File: config.mk
export PLATFORM = sky130hd
export DESIGN_NAME = accel_csr_fifo
export DESIGN_NICKNAME = d
export VERILOG_FILES = /design/src/rtl/accel_pkg.sv /design/src/rtl/accel_sync_fifo.sv /design/src/rtl/accel_csr_fifo.sv
export SDC_FILE = /design/constraint.sdc
export NUM_CORES = 1
export LEC_CHECK = 0
export CAP_MARGIN = 20
export CELL_PAD_IN_SITES_DETAIL_PLACEMENT = 0
export CELL_PAD_IN_SITES_GLOBAL_PLACEMENT = 2
export CORE_ASPECT_RATIO = 1.1
export CORE_UTILIZATION = 30
export DETAILED_ROUTE_END_ITERATION = 16
export PLACE_DENSITY = 0.58
export SKIP_CTS_REPAIR_TIMING = 1
export SLEW_MARGIN = 20
export SYNTH_ARGS = -nofsm -noshare
export SYNTH_HDL_FRONTEND = slang
export SYNTH_SLANG_ARGS = --single-unit
export TNS_END_PERCENT = 1
File: constraint.sdc
create_clock -name clk -period 12.6 [get_ports clk]
set_clock_uncertainty 0.15 [all_clocks]
set_input_delay 1.26 -clock clk [delete_from_list [all_inputs] [get_ports clk]]
set_output_delay 1.26 -clock clk [all_outputs]
set_load 0.005 [all_outputs]
File: src/rtl/accel_pkg.sv
// Shared register map, CSR bit positions and sequencer states for the accelerator CSR/FIFO stage.
package accel_pkg;

  localparam logic [7:0] ADR_CTRL   = 8'h00;
  localparam logic [7:0] ADR_STATUS = 8'h04;
  localparam logic [7:0] ADR_DIN    = 8'h08;
  localparam logic [7:0] ADR_DOUT   = 8'h0C;
  localparam logic [7:0] ADR_KEY0   = 8'h10;

  localparam int unsigned CTRL_START  = 0;
  localparam int unsigned CTRL_CLR    = 1;
  localparam int unsigned CTRL_IRQ_EN = 2;

  localparam int unsigned ST_BUSY      = 0;
  localparam int unsigned ST_DONE      = 1;
  localparam int unsigned ST_IN_FULL   = 2;
  localparam int unsigned ST_IN_EMPTY  = 3;
  localparam int unsigned ST_OUT_FULL  = 4;
  localparam int unsigned ST_OUT_EMPTY = 5;
  localparam int unsigned ST_IN_OVF    = 6;
  localparam int unsigned ST_OUT_UDF   = 7;

  typedef enum logic [1:0] {IDLE, RUN, DONE} state_t;

endpackage

File: src/rtl/accel_sync_fifo.sv
// Single-clock FIFO with flush; a push is refused when full and a pop when empty, judged at cycle start.
module accel_sync_fifo #(
  parameter int unsigned DEPTH = 8,
  parameter int unsigned WIDTH = 32
) (
  input  logic                     clk,
  input  logic                     rst,
  input  logic                     flush,
  input  logic                     push,
  input  logic                     pop,
  input  logic [WIDTH-1:0]         din,
  output logic [WIDTH-1:0]         dout,
  output logic                     full,
  output logic                     empty,
  output logic [$clog2(DEPTH):0]   count
);
  localparam int unsigned AW = $clog2(DEPTH);
  localparam logic [AW:0] FULL_CNT = (AW+1)'(DEPTH);

  logic [WIDTH-1:0] mem [DEPTH];
  logic [AW-1:0]    wr_ptr;
  logic [AW-1:0]    rd_ptr;
  logic             do_push;
  logic             do_pop;

  assign full    = (count == FULL_CNT);
  assign empty   = (count == '0);
  assign do_push = push & ~full;
  assign do_pop  = pop & ~empty;
  // Head is forced to zero when empty so the stage drives clean outputs out of reset.
  assign dout    = empty ? '0 : mem[rd_ptr];

  always_ff @(posedge clk) begin
    if (do_push) mem[wr_ptr] <= din;
  end

  always_ff @(posedge clk) begin
    if (rst || flush) begin
      wr_ptr <= '0;
      rd_ptr <= '0;
      count  <= '0;
    end else begin
      if (do_push) wr_ptr <= wr_ptr + 1'b1;
      if (do_pop)  rd_ptr <= rd_ptr + 1'b1;
      unique case ({do_push, do_pop})
        2'b10:   count <= count + 1'b1;
        2'b01:   count <= count - 1'b1;
        default: count <= count;
      endcase
    end
  end

endmodule

File: src/rtl/accel_csr_fifo.sv
// CSR decode, data FIFOs and start/busy/done sequencer for the crypto core.
// Define ACCEL_IRQ_EN to add the CTRL IRQ_EN bit and the registered irq_o output.
module accel_csr_fifo
  import accel_pkg::*;
#(
  parameter int unsigned FIFO_DEPTH = 8,
  parameter int unsigned KEY_WORDS  = 4
) (
  input  logic                    clk,
  input  logic                    wb_rst_i,
  input  logic [7:0]              reg_adr_i,
  input  logic [31:0]             reg_wdata_i,
  input  logic                    reg_we_i,
  input  logic                    reg_re_i,
  output logic [31:0]             reg_rdata_o,
  output logic                    core_start_o,
  input  logic                    core_done_i,
  output logic                    core_busy_o,
  output logic [32*KEY_WORDS-1:0] key_o,
  output logic [31:0]             in_tdata_o,
  output logic                    in_tvalid_o,
  input  logic                    in_tready_i,
  input  logic [31:0]             out_tdata_i,
  input  logic                    out_tvalid_i,
  output logic                    out_tready_o
`ifdef ACCEL_IRQ_EN
  ,
  output logic                    irq_o
`endif
);
  localparam int unsigned CW = $clog2(FIFO_DEPTH) + 1;

  state_t        state;
  state_t        state_nxt;
  logic          start_q;
  logic [5:0]    idx;
  logic          ctrl_wr, status_wr, din_wr, dout_rd;
  logic          start_wr, clr;
  logic          done_f, in_ovf, out_udf;
  logic          in_full, in_empty, out_full, out_empty;
  logic [CW-1:0] in_count, out_count;
  logic [31:0]   out_head;
  logic [31:0]   ctrl_rd, status_rd;
  logic [31:0]   key [KEY_WORDS];
  logic          adr_unused;

  assign idx        = reg_adr_i[7:2];
  assign adr_unused = ^reg_adr_i[1:0];
  assign ctrl_wr    = reg_we_i && (idx == ADR_CTRL[7:2]);
  assign status_wr  = reg_we_i && (idx == ADR_STATUS[7:2]);
  assign din_wr     = reg_we_i && (idx == ADR_DIN[7:2]);
  assign dout_rd    = reg_re_i && (idx == ADR_DOUT[7:2]);
  assign start_wr   = ctrl_wr && reg_wdata_i[CTRL_START];
  assign clr        = ctrl_wr && reg_wdata_i[CTRL_CLR];

  accel_sync_fifo #(.DEPTH(FIFO_DEPTH), .WIDTH(32)) u_in_fifo (
    .clk(clk), .rst(wb_rst_i), .flush(clr), .push(din_wr), .pop(in_tready_i),
    .din(reg_wdata_i), .dout(in_tdata_o), .full(in_full), .empty(in_empty), .count(in_count)
  );

  accel_sync_fifo #(.DEPTH(FIFO_DEPTH), .WIDTH(32)) u_out_fifo (
    .clk(clk), .rst(wb_rst_i), .flush(clr), .push(out_tvalid_i), .pop(dout_rd),
    .din(out_tdata_i), .dout(out_head), .full(out_full), .empty(out_empty), .count(out_count)
  );

  assign in_tvalid_o  = ~in_empty;
  assign out_tready_o = ~out_full;

  always_ff @(posedge clk) begin
    if (wb_rst_i) begin
      state   <= IDLE;
      start_q <= 1'b0;
    end else begin
      state   <= state_nxt;
      start_q <= (state == IDLE) && start_wr;
    end
  end

  always_comb begin
    state_nxt = state;
    unique case (state)
      IDLE:    if (start_wr) state_nxt = RUN;
      RUN:     if (core_done_i) state_nxt = DONE;
      DONE:    state_nxt = IDLE;
      default: state_nxt = IDLE;
    endcase
  end

  always_comb begin
    core_busy_o  = (state == RUN);
    core_start_o = start_q;
  end

  // A DONE set event outranks a same-cycle write-1-clear.
  always_ff @(posedge clk) begin
    if (wb_rst_i || clr) begin
      done_f  <= 1'b0;
      in_ovf  <= 1'b0;
      out_udf <= 1'b0;
    end else begin
      done_f  <= (state == DONE) | (done_f & ~(status_wr & reg_wdata_i[ST_DONE]));
      in_ovf  <= in_ovf | (din_wr & in_full);
      out_udf <= out_udf | (dout_rd & out_empty);
    end
  end

  always_ff @(posedge clk) begin
    if (wb_rst_i) begin
      for (int unsigned k = 0; k < KEY_WORDS; k++) key[k] <= '0;
    end else begin
      for (int unsigned k = 0; k < KEY_WORDS; k++)
        if (reg_we_i && (idx == ADR_KEY0[7:2] + 6'(k))) key[k] <= reg_wdata_i;
    end
  end

  always_comb begin
    key_o = '0;
    for (int unsigned k = 0; k < KEY_WORDS; k++) key_o[32*k +: 32] = key[k];
  end

`ifdef ACCEL_IRQ_EN
  logic irq_en;

  always_ff @(posedge clk) begin
    if (wb_rst_i) begin
      irq_en <= 1'b0;
      irq_o  <= 1'b0;
    end else begin
      if (ctrl_wr) irq_en <= reg_wdata_i[CTRL_IRQ_EN];
      irq_o <= irq_en & (done_f | in_ovf | out_udf);
    end
  end

  always_comb begin
    ctrl_rd = '0;
    ctrl_rd[CTRL_IRQ_EN] = irq_en;
  end
`else
  assign ctrl_rd = '0;
`endif

  always_comb begin
    status_rd               = '0;
    status_rd[ST_BUSY]      = (state == RUN);
    status_rd[ST_DONE]      = done_f;
    status_rd[ST_IN_FULL]   = in_full;
    status_rd[ST_IN_EMPTY]  = in_empty;
    status_rd[ST_OUT_FULL]  = out_full;
    status_rd[ST_OUT_EMPTY] = out_empty;
    status_rd[ST_IN_OVF]    = in_ovf;
    status_rd[ST_OUT_UDF]   = out_udf;
    status_rd[15:8]         = 8'(in_count);
    status_rd[23:16]        = 8'(out_count);
  end

  always_comb begin
    reg_rdata_o = '0;
    if (idx == ADR_CTRL[7:2])        reg_rdata_o = ctrl_rd;
    else if (idx == ADR_STATUS[7:2]) reg_rdata_o = status_rd;
    else if (idx == ADR_DOUT[7:2])   reg_rdata_o = out_head;
    else begin
      for (int unsigned k = 0; k < KEY_WORDS; k++)
        if (idx == ADR_KEY0[7:2] + 6'(k)) reg_rdata_o = key[k];
    end
  end

endmodule
# Word level (Yosys, flattened, before mapping)

Memories as Yosys holds them, arrays and structs flattened. A register that Yosys moved wholly into a read port is not among the register bits.
Index checks and enable logic that the tools add are counted.
Widths: inputs -> output; s select.

$add $sub $neg: 8
Muxes and demuxes: 40
Equality and inequality tests: 17
Bitwise gates (word level): 20
Reduce and logical (&&, ||, !) cells: 19

Operator list:

| operator            | count |
|---|---|
| $mux 32             | 13 |
| $eq 6x3->1 const B  | 4 |
| $mux 1              | 18 |
| $pmux 4 s2          | 2 |
| $add 3x1->3 const B | 4 |
| $eq 6x2->1 const B  | 2 |
| $mux 3              | 4 |
| $logic_and 1x1->1   | 11 |
| $add 4x1->4 const B | 2 |
| $and 1x1->1         | 8 |
| $eq 4x4->1 const B  | 2 |
| $logic_not 4->1     | 2 |
| $sub 4x1->4 const B | 2 |
| $or 1x1->1          | 7 |
| $eq 2x1->1 const B  | 3 |
| $eq 2x2->1 const B  | 3 |
| $eq 6x1->1 const B  | 1 |
| $logic_not 6->1     | 1 |
| $not 1->1           | 5 |
| $mux 2              | 2 |
| $ne 2x2->1 const B  | 2 |
| $pmux 2 s2          | 1 |
| $reduce_bool 2->1   | 2 |
| $logic_not 2->1     | 1 |
| other kinds (2)     | 2 |

Memories kept: 3
RAM bits: 640
Logic and storage cells: 118
Register bits after elaboration: 26
Input port bits: 79
Output and inout port bits: 196

Memory list:

| name           | words | bits a word | read ports | clocked after Yosys merged registers in | write ports | line                  | source |
|---|---|---|---|---|---|---|---|
| u_in_fifo.mem  | 8     | 32          | 1          | 1                                       | 1           | accel_sync_fifo.sv:20 | `logic [WIDTH-1:0] mem [DEPTH];` |
| u_out_fifo.mem | 8     | 32          | 1          | 1                                       | 1           | accel_sync_fifo.sv:20 |  |
| key            | 4     | 32          | 4          | 0                                       | 4           | accel_csr_fifo.sv:44  | `logic [31:0] key [KEY_WORDS];` |

# Longest topological paths before layout

Depth in word-level cells: 8
Depth in mapped cells: 12
Depth with buffers taken out: 10

# Cells and area by module

A second synthesis with hierarchy kept.

Cell total of the unflattened synthesis: 1395
Area, all modules: 27231.1 µm²

Modules (own cells, without submodules):

| module          | area each (µm²) | cells an instance | seq. area each (µm²) | times used |
|---|---|---|---|---|
| accel_sync_fifo | 10418.7         | 482               | 7947.6               | 2 |
| accel_csr_fifo  | 6393.6          | 431               | 3963.8               | 1 |

# Least setup slack after synthesis

OpenSTA, ideal clock, no wires.

Path kind: input to register
Start: input reg_adr_i[4]
End: memory u_in_fifo.mem[0][0] (enable)
Path buffers: 1
Data required time: 11949 ps
Stages on the path: 5
Data arrival time: 5415 ps
Library setup time: 501 ps
Slack: 6534 ps
Cell sequence: or4_1 -> buf_2 -> nor3_2 -> inv_2 -> nor4_1

Cells in the longest elaborated chain, start to end: 5

Ends and longest elaborated chain:

| what                         | line                  | source |
|---|---|---|
| from (decl)                  | accel_csr_fifo.sv:11  | `input logic [7:0] reg_adr_i,` |
| $eq 6x2->1                   | accel_csr_fifo.sv:51  | `assign din_wr = reg_we_i && (idx == ADR_DIN[7:2]);` |
| $logic_and 1x1->1            | accel_csr_fifo.sv:51  |  |
| $and 1x1->1                  | accel_sync_fifo.sv:28 | `assign do_push = push & ~full;` |
| $mux 1                       | accel_sync_fifo.sv:34 | `if (do_push) mem[wr_ptr] <= din;` |
| $mux 1 (implied by the code) | accel_sync_fifo.sv:34 |  |
| to (decl)                    | accel_sync_fifo.sv:20 |  |

No other way between the ends.

# Worst setup path after layout

Start: input reg_adr_i[4]
End: output reg_rdata_o[11]

Cells in the longest elaborated chain, start to end: 8
Elaborated cells on any way between the ends: 14
Those cells by class: eq/ne: 6; mux: 7; reduce/logical: 1

Ends and longest elaborated chain:

| what                 | line                  | source |
|---|---|---|
| $eq 6x3->1           | accel_csr_fifo.sv:163 | `if (idx == ADR_KEY0[7:2] + 6'(k)) reg_rdata_o = key[k];` |
| $mux 32 (4 in a row) | accel_csr_fifo.sv:163 |  |
| $mux 32              | accel_csr_fifo.sv:160 | `else if (idx == ADR_DOUT[7:2]) reg_rdata_o = out_head;` |
| $mux 32              | accel_csr_fifo.sv:159 | `else if (idx == ADR_STATUS[7:2]) reg_rdata_o = status_rd;` |
| $mux 32 *            | accel_csr_fifo.sv:158 | `if (idx == ADR_CTRL[7:2]) reg_rdata_o = ctrl_rd;` |
| to (decl)            | accel_csr_fifo.sv:15  | `output logic [31:0] reg_rdata_o,` |

Every way passes the cells marked *; elsewhere a longest branch is shown, timed or not.

==> run summary <==
Met1 track utilization from global routing = 0.226
Syn. warnings = 0
Final setup TNS = 0 ns
Non-Filler Instances = 2914
Most instantiated flip-flop cell in the synthesis netlist = sky130_fd_sc_hd__edfxtp_1
Max_slew headroom = 0.287
Starting density of the core = 0.304
Fraction of layout cells with a size suffix above 1 = 0.201
Detail Placement HPWL = 48700 µm
Port buffer count = 272
Largest net degree at the start of global routing = 65
Area of the placeable core = 88300 µm²
Post-Route WL = 76800 µm
Final hold violations = 0
Min Clock Period, post-route = 5.91 ns
Power Density = 146 nW/µm²
Die height = 316 µm
Critical path fanouts, max = 8
Status = finished, final reports clean
GR met2 Demand/Resource = 0.275
Worst-case register-to-register setup slack = 9.34 ns
Nets in the synthesized netlist = 1478
Die X = 287 µm
Post-route DRC = 0
Top cell type by total area after synthesis = sky130_fd_sc_hd__edfxtp_1
Number of different library cells in the post-synthesis netlist = 48
Pleak = 10.4 nW
CTS H-tree depth = 3
DR iter-0 viols = 947
Final Cell Area = 33500 µm²
First-pass GRT wire length = 109000 µm
Register area share after synthesis = 0.739
Vias per cell = 4.87
Sum of overflow across all layers after global routing = 0
Placement-stage cell area = 31100 µm²
Weighted congestion at the end of routability-driven global placement = 0.725
Post-Synthesis Mean Instance Area = 19.3 µm²
Clock insertion delay at the later pin of the skew report = 0.61 ns
Kind of start point of the critical path = input pin
Area of combinational cells with multiple inputs = 6810 µm²
Proportion of synthesized flip-flops having asynchronous set or reset = 0
CTS Buffer Depth = 3
Synth top area cells = sky130_fd_sc_hd__edfxtp_1, sky130_fd_sc_hd__mux4_2, sky130_fd_sc_hd__and2_1
Cells after Synth = 1389
Number of enable-type register cells in the synthesized netlist = 640
Number of cell rows = 114
Layout overhead on the synthesized area = 24.8%
Global-route layer with the greatest usage = met2
Share of the synthesized area in the top cell type = 0.715
Iteration count of the initial detailed-routing pass = 5
CP arrival = 4.50 ns
Max-slew violations = 0
Via count of the first global-routing pass = 14700
Number of buffers added by the clock tree synthesis step = 74
Cell chosen for the clock root = sky130_fd_sc_hd__clkbuf_16
Met3 track demand over resource = 0.0351
Number of synthesized register bits = 672
Critical path type = input pin to output port
Unrepaired setup endpoints after global routing = no
Critical Path RT = 11.19 ns
Number of nets at the end of the flow = 1784
Count of placed standard cells including taps = 2779
Worst setup EP type = output port
Final setup viols = 0
Clock tree from TritonCTS = done
Vias post-DR = 14200
Mean routed wirelength per cell = 26.4 µm
Sequential cell area = 19900 µm²
Full die area = 90800 µm²
Final worst path period share = 0.469
Achievable frequency = 169 MHz
TritonCTS sink count = 672
Max Cap Violations = 0
Classification of the worst-slack hold path = flop to flop
Total power draw = 4.89 mW
Pre-CTS setup slack = 6.68 ns
Worst vdd ir = 0.100 mV
Measured slew at the worst slew-check pin = 1.07 ns
Number of antenna violations at the first check in global routing = 13
Final hold slack = 0.324 ns
I/O pins = 275
Setup WS post-layout = 6.69 ns
Fill cell total of the finished layout = 8038
Gr usage total = 0.169
Clock slew at reported path FFs = 0.06 ns
Final core area utilization = 0.380
Combined area of all synthesized cells = 26900 µm²
Number of antenna-violating nets in the routed design = 0
sequential cells by signal, summed over array words and instances (netlist names), 4 cells and up, named ones only:
signal,flops
key,128
u_in_fifo.count,4
u_out_fifo.count,4
u_in_fifo.mem,256
u_out_fifo.mem,256
cells in the mapped netlist, types with 5 or more instances:
library cell and instances:
sky130_fd_sc_hd__nand2b_1 7, sky130_fd_sc_hd__mux2_2 13, sky130_fd_sc_hd__o21ai_0 23, sky130_fd_sc_hd__a21oi_1 16
sky130_fd_sc_hd__edfxtp_1 640, sky130_fd_sc_hd__xor2_1 9, sky130_fd_sc_hd__dfxtp_1 32, sky130_fd_sc_hd__mux4_2 159
sky130_fd_sc_hd__nor4_1 6, sky130_fd_sc_hd__mux2i_1 57, sky130_fd_sc_hd__buf_2 24, sky130_fd_sc_hd__nand2_1 62
sky130_fd_sc_hd__nand3_1 9, sky130_fd_sc_hd__nor2_1 60, sky130_fd_sc_hd__buf_1 11, sky130_fd_sc_hd__ha_1 10
sky130_fd_sc_hd__a32oi_1 9, sky130_fd_sc_hd__and2_1 129, sky130_fd_sc_hd__nor3_1 12, sky130_fd_sc_hd__or3_1 5
sky130_fd_sc_hd__clkbuf_1 42
critical path, cell delays in order:
cell,delay [ns]
sky130_fd_sc_hd__clkdlybuf4s50_1,0.58
sky130_fd_sc_hd__or4_1,0.78
sky130_fd_sc_hd__nor3_1,0.52
sky130_fd_sc_hd__buf_2,0.28
sky130_fd_sc_hd__nand2_1,0.07
sky130_fd_sc_hd__a32oi_1,0.42
sky130_fd_sc_hd__clkdlybuf4s50_1,0.59
power by group:
group	internal, mW	leakage [nW]	switching (mW)	total [mW]
combinational	0.109	3.14	0.128	0.237
clock	1.28	1.17	0.857	2.14
sequential	2.49	6.11	0.0257	2.52
total	3.88	10.4	1.01	4.89
worst paths after layout:
| path | from | to | depth (start not counted) |
|---|---|---|---|
| worst min-delay path | state[1] | state[0] | 1 |
| worst min register to register | state[1] | state[0] | 1 |
| worst max-delay path | reg_adr_i[4] | reg_rdata_o[11] | 7 |
| worst max register to register | u_out_fifo.count[0] | u_out_fifo.count[3] | 7 |
area by class of cell:
class / instances / share of cell area
antenna: 3 / 0.000224
inverter: 4 / 0.000448
tap: 1160 / 0.0433
clock inverter: 38 / 0.0115
sequential: 672 / 0.593
clock buffer: 94 / 0.0597
multi-input combinational: 634 / 0.203
timing repair buffer: 309 / 0.0892
metal layers:
layer | part of all wire | vias up
met4 | 0.026 | 16
met3 | 0.056 | 110
li1 | - | 6195
met2 | 0.49 | 373
met1 | 0.43 | 7505
met5 | 0.0014 | -
logic make-up (layout without fill, tap and decap cells):
group                      after synthesis  count (layout)  share of synthesized area
AOI/OAI and AO/OA                       72              72                     0.0170
xor gates and xnor gates                13              13                    0.00424
adders and majority gates               10              10                    0.00466
buffers and inverters                   83             445                     0.0130
DFF                                    672             672                      0.739
muxes                                  229             229                      0.160
other                                    0               3                          0
and+or+nand+nor                        310             310                     0.0621
cells in the final DEF, fill, tap and decap left out, drive strengths merged, types with 5 or more instances in the layout:
cell type	netlist	layout
nand2b	7	7
edfxtp	640	640
a32oi	9	9
nor3	14	14
nand3	9	9
a21oi	16	16
inv	4	6
clkdlybuf4s50	0	270
mux2i	57	57
mux4	159	159
and2	129	129
buf	37	39
nor2	60	60
or3	5	5
bufinv	0	8
clkbuf	42	94
o21ai	23	23
xor2	9	9
mux2	13	13
nor4	7	7
ha	10	10
dfxtp	32	32
clkinv	0	26
nand2	62	62
(Power assumes the default switching activity.)
